===== config.mk =====
export PLATFORM = sky130hd
export DESIGN_NAME = bus_master_arbiter
export DESIGN_NICKNAME = d
export VERILOG_FILES = /design/src/rtl/bus_master_arbiter.sv
export SDC_FILE = /design/constraint.sdc
export NUM_CORES = 1
export LEC_CHECK = 0
export CAP_MARGIN = 25
export CORE_AREA = 2 2 157 159
export CTS_CLUSTER_SIZE = 24
export DETAILED_ROUTE_END_ITERATION = 10
export DIE_AREA = 0 0 159 161
export MAX_ROUTING_LAYER = met4
export SYNTH_ARGS = -nofsm -noshare
export SYNTH_HDL_FRONTEND = slang
export SYNTH_SLANG_ARGS = --single-unit

===== constraint.sdc =====
create_clock -name clk -period 3.9 [get_ports clk]
set_clock_uncertainty 0.15 [all_clocks]
set_input_delay 0.39 -clock clk [delete_from_list [all_inputs] [get_ports clk]]
set_output_delay 0.39 -clock clk [all_outputs]
set_load 0.02 [all_outputs]

===== src/rtl/bus_master_arbiter.sv =====
// -----------------------------------------------------------------------------
// bus_master_arbiter
//
// Shares one bus slave port between two CPU bus masters:
//   M0 = data-memory port, M1 = instruction-fetch port.
// A registered grant FSM (IDLE / G0 / G1) selects which master is routed
// combinationally to the slave. While both masters keep requesting, a
// bounded-burst counter lets M0 complete at most MAX_BURST transactions
// before M1 is served, so M0 cannot starve M1.
//
// Optional build macro:
//   BUS_ARB_ROUND_ROBIN_EN - strict alternation between requesting masters.
//                            The burst counter is removed. An IDLE tie goes
//                            to the master not served last.
//
// Ports:
//   clk, rst_n                  clock, synchronous active-low reset
//   mN_address/read/write/
//   mN_data_wr/mask             master N request (N = 0, 1)
//   mN_stall                    stall back to master N
//   mN_data_rd, mN_data_rd_2    slave read data, broadcast to both masters
//   s_address/read/write/
//   s_data_wr/mask              request routed to the slave
//   s_stall                     slave busy
//   s_data_rd, s_data_rd_2      slave read data
//   grant                       one-hot grant {G1, G0}, 00 = idle
// -----------------------------------------------------------------------------
module bus_master_arbiter #(
  parameter int MAX_BURST = 4
) (
  input  logic        clk,
  input  logic        rst_n,
  input  logic [31:0] m0_address,
  input  logic        m0_read,
  input  logic        m0_write,
  input  logic [31:0] m0_data_wr,
  input  logic [3:0]  m0_mask,
  output logic        m0_stall,
  output logic [31:0] m0_data_rd,
  output logic [31:0] m0_data_rd_2,
  input  logic [31:0] m1_address,
  input  logic        m1_read,
  input  logic        m1_write,
  input  logic [31:0] m1_data_wr,
  input  logic [3:0]  m1_mask,
  output logic        m1_stall,
  output logic [31:0] m1_data_rd,
  output logic [31:0] m1_data_rd_2,
  output logic [31:0] s_address,
  output logic        s_read,
  output logic        s_write,
  output logic [31:0] s_data_wr,
  output logic [3:0]  s_mask,
  input  logic        s_stall,
  input  logic [31:0] s_data_rd,
  input  logic [31:0] s_data_rd_2,
  output logic [1:0]  grant
);

  localparam logic [1:0] ST_IDLE = 2'd0;
  localparam logic [1:0] ST_G0   = 2'd1;
  localparam logic [1:0] ST_G1   = 2'd2;

  logic [1:0] state_q, state_d;
  logic       req0, req1;
  logic       gnt0, gnt1;

`ifdef BUS_ARB_ROUND_ROBIN_EN
  // 1 = M1 was the last master to complete a transaction.
  logic last_m1_q, last_m1_d;
`else
  logic [3:0] burst_cnt_q, burst_cnt_d;
  logic       burst_limit;

  function automatic logic [3:0] sat_inc(input logic [3:0] v);
    return (v == 4'hF) ? v : v + 4'd1;
  endfunction

  // The M0 completion happening now would be the MAX_BURST-th in a row.
  assign burst_limit = ({1'b0, burst_cnt_q} + 5'd1) >= 5'(MAX_BURST);
`endif

  assign req0 = m0_read | m0_write;
  assign req1 = m1_read | m1_write;
  assign gnt0 = (state_q == ST_G0);
  assign gnt1 = (state_q == ST_G1);

  assign grant = {gnt1, gnt0};

  // Slave-side routing: pass the granted master through, drive zeros when idle.
  always_comb begin
    s_address = '0;
    s_read    = 1'b0;
    s_write   = 1'b0;
    s_data_wr = '0;
    s_mask    = '0;
    if (gnt0) begin
      s_address = m0_address;
      s_read    = m0_read;
      s_write   = m0_write;
      s_data_wr = m0_data_wr;
      s_mask    = m0_mask;
    end else if (gnt1) begin
      s_address = m1_address;
      s_read    = m1_read;
      s_write   = m1_write;
      s_data_wr = m1_data_wr;
      s_mask    = m1_mask;
    end
  end

  // A waiting master is held off by its own request; the granted one sees the slave.
  assign m0_stall     = gnt0 ? s_stall : req0;
  assign m1_stall     = gnt1 ? s_stall : req1;
  assign m0_data_rd   = s_data_rd;
  assign m0_data_rd_2 = s_data_rd_2;
  assign m1_data_rd   = s_data_rd;
  assign m1_data_rd_2 = s_data_rd_2;

  always_comb begin
    state_d = state_q;
`ifdef BUS_ARB_ROUND_ROBIN_EN
    last_m1_d = last_m1_q;
`else
    burst_cnt_d = burst_cnt_q;
`endif
    case (state_q)
      ST_IDLE: begin
`ifdef BUS_ARB_ROUND_ROBIN_EN
        if (req0 && req1) state_d = last_m1_q ? ST_G0 : ST_G1;
        else if (req0)    state_d = ST_G0;
        else if (req1)    state_d = ST_G1;
`else
        if (req0)      state_d = ST_G0;
        else if (req1) state_d = ST_G1;
`endif
      end
      ST_G0: begin
        // Grant is frozen while the slave stalls; a withdrawn request releases it.
        if (!req0) begin
          state_d = ST_IDLE;
        end else if (!s_stall) begin
`ifdef BUS_ARB_ROUND_ROBIN_EN
          last_m1_d = 1'b0;
          if (req1) state_d = ST_G1;
`else
          if (req1 && burst_limit) begin
            state_d     = ST_G1;
            burst_cnt_d = '0;
          end else begin
            burst_cnt_d = req1 ? sat_inc(burst_cnt_q) : 4'd0;
          end
`endif
        end
      end
      ST_G1: begin
        if (!req1) begin
          state_d = ST_IDLE;
        end else if (!s_stall) begin
`ifdef BUS_ARB_ROUND_ROBIN_EN
          last_m1_d = 1'b1;
`else
          burst_cnt_d = '0;
`endif
          if (req0) state_d = ST_G0;
        end
      end
      default: state_d = ST_IDLE;
    endcase
  end

  always_ff @(posedge clk) begin
    if (!rst_n) begin
      state_q <= ST_IDLE;
`ifdef BUS_ARB_ROUND_ROBIN_EN
      last_m1_q <= 1'b1;
`else
      burst_cnt_q <= '0;
`endif
    end else begin
      state_q <= state_d;
`ifdef BUS_ARB_ROUND_ROBIN_EN
      last_m1_q <= last_m1_d;
`else
      burst_cnt_q <= burst_cnt_d;
`endif
    end
  end

endmodule


# ---- Word level (Yosys, flattened, before mapping)
# Cells that the tools add are included.
dict set report word_totals {
  register_bits 6
  input_bits 207
  out_inout_bits 202
  word_cells 54
}
dict set report op_classes {
  addsub 2
  order_cmp 1
  n_eq_ne 13
  mux 29
  n_bitwise 2
  reduce_logical 5
}
# cell n
set ops {}
lappend ops {{$mux W32} 4}
lappend ops {{$mux W4} 9}
lappend ops {{$mux W2} 8}
lappend ops {{$ne A3 B3 Y1 const B} 4}
lappend ops {{$ne A2 B2 Y1 const B} 4}
lappend ops {{$pmux W4 S2} 1}
lappend ops {{$mux W1} 6}
lappend ops {{$pmux W2 S3} 1}
lappend ops {{$reduce_and A6 Y1} 1}
lappend ops {{$add A4 B1 Y5 const B} 1}
lappend ops {{$ge A5 B3 Y1 const B} 1}
lappend ops {{$reduce_and A5 Y1} 1}
lappend ops {{$add A4 B1 Y4 const B} 1}
lappend ops {{$eq A4 B4 Y1 const B} 1}
lappend ops {{$ne A4 B4 Y1 const B} 1}
lappend ops {{$ne A3 B2 Y1 const B} 1}
lappend ops {{$eq A2 B1 Y1 const B} 1}
lappend ops {{$eq A2 B2 Y1 const B} 1}
lappend ops {{$logic_not A2 Y1} 1}
lappend ops {{$or A1 B1 Y1} 2}
lappend ops {{$reduce_bool A2 Y1} 1}
lappend ops {{$logic_and A1 B1 Y1} 1}

# ---- Logic depth before layout (Yosys ltp)
dict set report logic_depth {
  word_depth 7
  ltp_mapped 7
  mapped_depth_nobuf 6
}

# ---- Least setup slack after synthesis
# OpenSTA, ideal clock, no wires.
dict set report synth_timing {
  kind {reg-to-output}
  start {reg state_q[1]}
  end {out s_read}
  arrival_time_ps 1504
  required_time_ps 3360
  path_slack_ps 1856
  stages_incl_launch_ff 6
  path_cell_list {dfxtp_1 inv_1 ha_1 buf_2 buf_2 o21ai_0}
}
# item line
set synth_rtl {}
lappend synth_rtl {{start: declaration} 64} ;# logic [1:0] state_q, state_d;
lappend synth_rtl {{start signal: assignment} 181} ;# state_q <= state_d;
lappend synth_rtl {{$eq A2 B1 Y1} 85} ;# assign gnt0 = (state_q == ST_G0);
lappend synth_rtl {{named net gnt0} 66} ;# logic gnt0, gnt1;
lappend synth_rtl {{$mux W1} 97} ;# if (gnt0) begin
lappend synth_rtl {{end: declaration} 50} ;# output logic s_read,
# The timed path passes the listed nets, and every way through them passes these cells.

# ---- Worst setup path in the final report
dict set report layout_timing {
  start {reg state_q[1]}
  end {out s_data_wr[6]}
}
dict set report layout_via {
  elab_chain_cells 3
}
# item line
set layout_lines {}
lappend layout_lines {{$eq A2 B2 Y1} 86} ;# assign gnt1 = (state_q == ST_G1);
lappend layout_lines {{$mux W32} 103} ;# end else if (gnt1) begin
lappend layout_lines {{$mux W32 *} 97}
lappend layout_lines {{end: declaration} 52} ;# output logic [31:0] s_data_wr,
# Every way passes the cells marked *; elsewhere a longest branch is shown, timed or not.

==> results.txt <==
The area of the placeable core came out at 24,000 um^2. TritonCTS built the clock tree. The type of the worst setup path is flip-flop to output port.

The number of antenna violations at the first check in global routing was 0; the largest fanout on the critical path was 78. The adder-cell area share of the yosys netlist is 3.51%, and the post-synthesis compound-gate area fraction is 35.1%. Core utilization of the finished layout: 15.6%. For the post-synthesis cell count, the log shows 275. The clock net in this run drives a total of 6 sinks. Setup violations remaining at the end of the flow were counted as 0. For the initial core utilization, the log shows 8.93%. At the pin with the least slew margin, the transition time is 932 ps. Timing would allow up to 0.307 GHz. The mux cell area share after synthesis was 0%. The flow ran to the end, and the final reports show no timing, DRC or antenna violations. Leaving out fill and tap cells, the most frequent cells in the layout are sky130_fd_sc_hd__clkdlybuf4s50_1 (216), sky130_fd_sc_hd__a22o_1 (68), sky130_fd_sc_hd__nand2_1 (12). For the total count of hold-check failures in the final report, the log shows 0. For the total number of placement rows, the log shows 57. The largest net degree at the start of global routing was 79. The placed wire-length estimate came out at 7520 um.

The logs give 278 ps for the post-route worst hold slack and 0 for the detailed-route DRC error count. The clock-pin slew reported for the worst setup and hold paths after clock tree synthesis came out at 30 ps. The tools report the overall global routing resource usage as 6.63%.

Counting instances, the worst hold path has a depth of 2. The floorplan step defined a die boundary enclosing 25,600 um^2. After layout, the worst path uses 83.4% of the clock period. For this block, the routed nets add up to 9330 um of wire. At the worst endpoint, the arrival time is 2710 ps. The tools report the number of hold buffers added after CTS as 0. The cell area after layout came out at 3750 um^2.

The post-route netlist has 3.44% of its cells at a drive strength greater than 1. The first detailed-routing pass took 3 iterations. In the routed layout, each cell is associated on average with a via count of 3.18.

Of the total synthesized cell area, the portion taken by XOR and XNOR cells is 0%. The detail route stage leaves a number of antenna-violating nets equal to 0. The number of warning messages in the yosys log is 0. The initial DRC count is 51, and the post-synthesis share of cell area spent on and, or, nand and nor gates is 5.03%.

Setup repair after global routing left no endpoint under its margin. The worst path in the final design needs a cycle of 3250 ps, including I/O delays and setup. After detailed placement, the design holds a cell count of 670.

At the later pin of the worst-skew pair, clock insertion delay measures 230 ps. Post-CTS repair changed the size of 0 cells. Counting the buffers created by CTS gives 3. The sort of element at the start of the critical path is a flip-flop.

For this run, the post-layout net count is 564. After synthesis, the largest family of logic cells by area is buffers and inverters. The count of inserted antenna diode cells was 0; the mean instance size in the synthesized netlist was 7.78 um^2. The number of global-route vias before repair came out at 2,084.

For the max capacitance violation total, the log shows 0. Count of different cell masters after synthesis: 28. Buffers added to address setup during post-CTS repair amount to 0. The part of the Yosys area used for sequential elements was 5.61%; the post-synthesis cell area was 2140 um^2. Measured against its own limit, the worst slew margin works out to 37.9%.

The first-pass GRT wire length is 13,100 um, and the number of H-tree levels is 1. The count of state elements after synthesis came out at 6. The library cell used most frequently in the layout, excluding fill and tap cells, is sky130_fd_sc_hd__clkdlybuf4s50_1.

The largest voltage drop on the vdd net is 0.334 mV, and the per-cell routed wire length is 13.9 um. For this design the static power due to leakage is 1.29 nW. The finished layout holds 673 standard cells, fillers aside. The cell sitting at the root of the clock tree is a sky130_fd_sc_hd__clkbuf_16. The area growth from synthesis to layout is 75.0%. From bottom edge to top edge, the die measures 161 um. STA classifies the critical path endpoint as an output port.

The logs give 2 for the maximum root-to-sink buffer count and 0 ps for the final setup TNS. The x dimension of the die was 159 um. Type of the worst min-delay path: flip-flop to flip-flop. Summed over all layers, the global routing overflow is 0. Power spread over the standard cell area amounts to 539 nW/um^2.

At the worst endpoint, the required time is 3360 ps. The worst register-to-register path has a depth of 5. Count of pins on the block boundary: 409. At the end of routability-driven placement, the weighted congestion stood at 0.700. The via count is 2,138. The final count of pins violating max slew is 0. Summing all placed instances gives a cell area of 3670 um^2. The count of input and output buffers came out at 216. Counting every net in the synthesized netlist gives 488.
==> cells in the mapped netlist <==
library cell	count	share of area [%]
sky130_fd_sc_hd__inv_1	4	0.70
sky130_fd_sc_hd__buf_2	7	1.6
sky130_fd_sc_hd__a32oi_1	1	0.41
sky130_fd_sc_hd__nor2_1	4	0.70
sky130_fd_sc_hd__a41o_1	1	0.47
sky130_fd_sc_hd__nor2b_1	1	0.29
sky130_fd_sc_hd__a221oi_4	1	1.2
sky130_fd_sc_hd__o21bai_1	2	0.70
sky130_fd_sc_hd__o21a_1	1	0.35
sky130_fd_sc_hd__or2_2	1	0.29
sky130_fd_sc_hd__nor3_1	1	0.23
sky130_fd_sc_hd__ha_1	6	3.5
sky130_fd_sc_hd__and4bb_2	1	0.58
sky130_fd_sc_hd__a22o_1	68	28
sky130_fd_sc_hd__nor3b_1	1	0.35
sky130_fd_sc_hd__a211oi_1	1	0.35
sky130_fd_sc_hd__a31o_2	1	0.41
sky130_fd_sc_hd__nand2_1	12	2.1
sky130_fd_sc_hd__o22ai_1	1	0.29
sky130_fd_sc_hd__clkbuf_1	6	1.1
sky130_fd_sc_hd__dfxtp_1	6	5.6
sky130_fd_sc_hd__nand3_1	2	0.47
sky130_fd_sc_hd__a21oi_1	6	1.4
sky130_fd_sc_hd__o21ai_0	5	1.2
sky130_fd_sc_hd__o21bai_2	1	0.53
sky130_fd_sc_hd__buf_1	1	0.18
sky130_fd_sc_hd__buf_4	130	46
sky130_fd_sc_hd__buf_6	3	1.6
==> final timing paths <==
kind | start | end | slack (ps)
worst max register to register | state_q[1]$_SDFFE_PN0P_ | state_q[0]$_SDFFE_PN0P_ | 1630
worst min register to register | burst_cnt_q[3]$_SDFFE_PN0P_ | burst_cnt_q[3]$_SDFFE_PN0P_ | 280
worst max-delay path | state_q[1]$_SDFFE_PN0P_ | s_data_wr[6] | 650
worst min-delay path | burst_cnt_q[3]$_SDFFE_PN0P_ | burst_cnt_q[3]$_SDFFE_PN0P_ | 280
==> power breakdown <==
| part | leakage, nW | switching, mW | internal (mW) |
|---|---|---|---|
| clock network | 0.0370 | 0.0358 | 0.132 |
| logic | 1.21 | 0.879 | 0.879 |
| registers | 0.0489 | 0.0177 | 0.0776 |
==> final cells by class <==
class | count | area [um^2]
tap | 324 | 405
multi-input combinational | 118 | 955
timing repair buffer | 218 | 2180
fill | 2706 | 20200
inverter | 4 | 15.0
clock buffer | 3 | 75.1
sequential | 6 | 120
==> metrics by stage <==
| stage | total power, mW | setup WS [ps] |
|---|---|---|
| final | 2.02 | 646 |
| after CTS | 2.05 | 517 |
| after detailed placement | 1.87 | 762 |
| after floorplan | 1.24 | 1860 |
| after global routing | 2.13 | 446 |
| after global placement | 1.87 | 782 |
==> kinds of logic (layout without fill, tap and decap cells) <==
family | count (synthesis) | after routing
flops | 6 | 6
compound gates | 89 | 89
buf+inv | 151 | 225
fa+ha+maj | 6 | 6
simple gates | 23 | 23
==> registers in the layout, summed over array words and instances, names as in the netlist <==
name and count:
burst_cnt_q 4, state_q 2
==> per-layer routing <==
metal  vias to the layer above  GRT usage, %  part of all wire (%)
met1                       912          7.22                    38
met5                         -             -                     0
met4                         0          4.26                   5.7
li1                       1001             -                     -
met2                       170          9.80                    44
met3                        55          3.03                    12
==> worst max-delay path, stage by stage, from the launching register on <==
cell and delay [ps]:
sky130_fd_sc_hd__dfxtp_1 360, sky130_fd_sc_hd__inv_1 100, sky130_fd_sc_hd__ha_4 420, sky130_fd_sc_hd__nor2b_4 200
sky130_fd_sc_hd__buf_4 460, sky130_fd_sc_hd__a22o_1 230, sky130_fd_sc_hd__clkdlybuf4s50_1 660
Note: power is estimated with default switching activity, not from simulation.
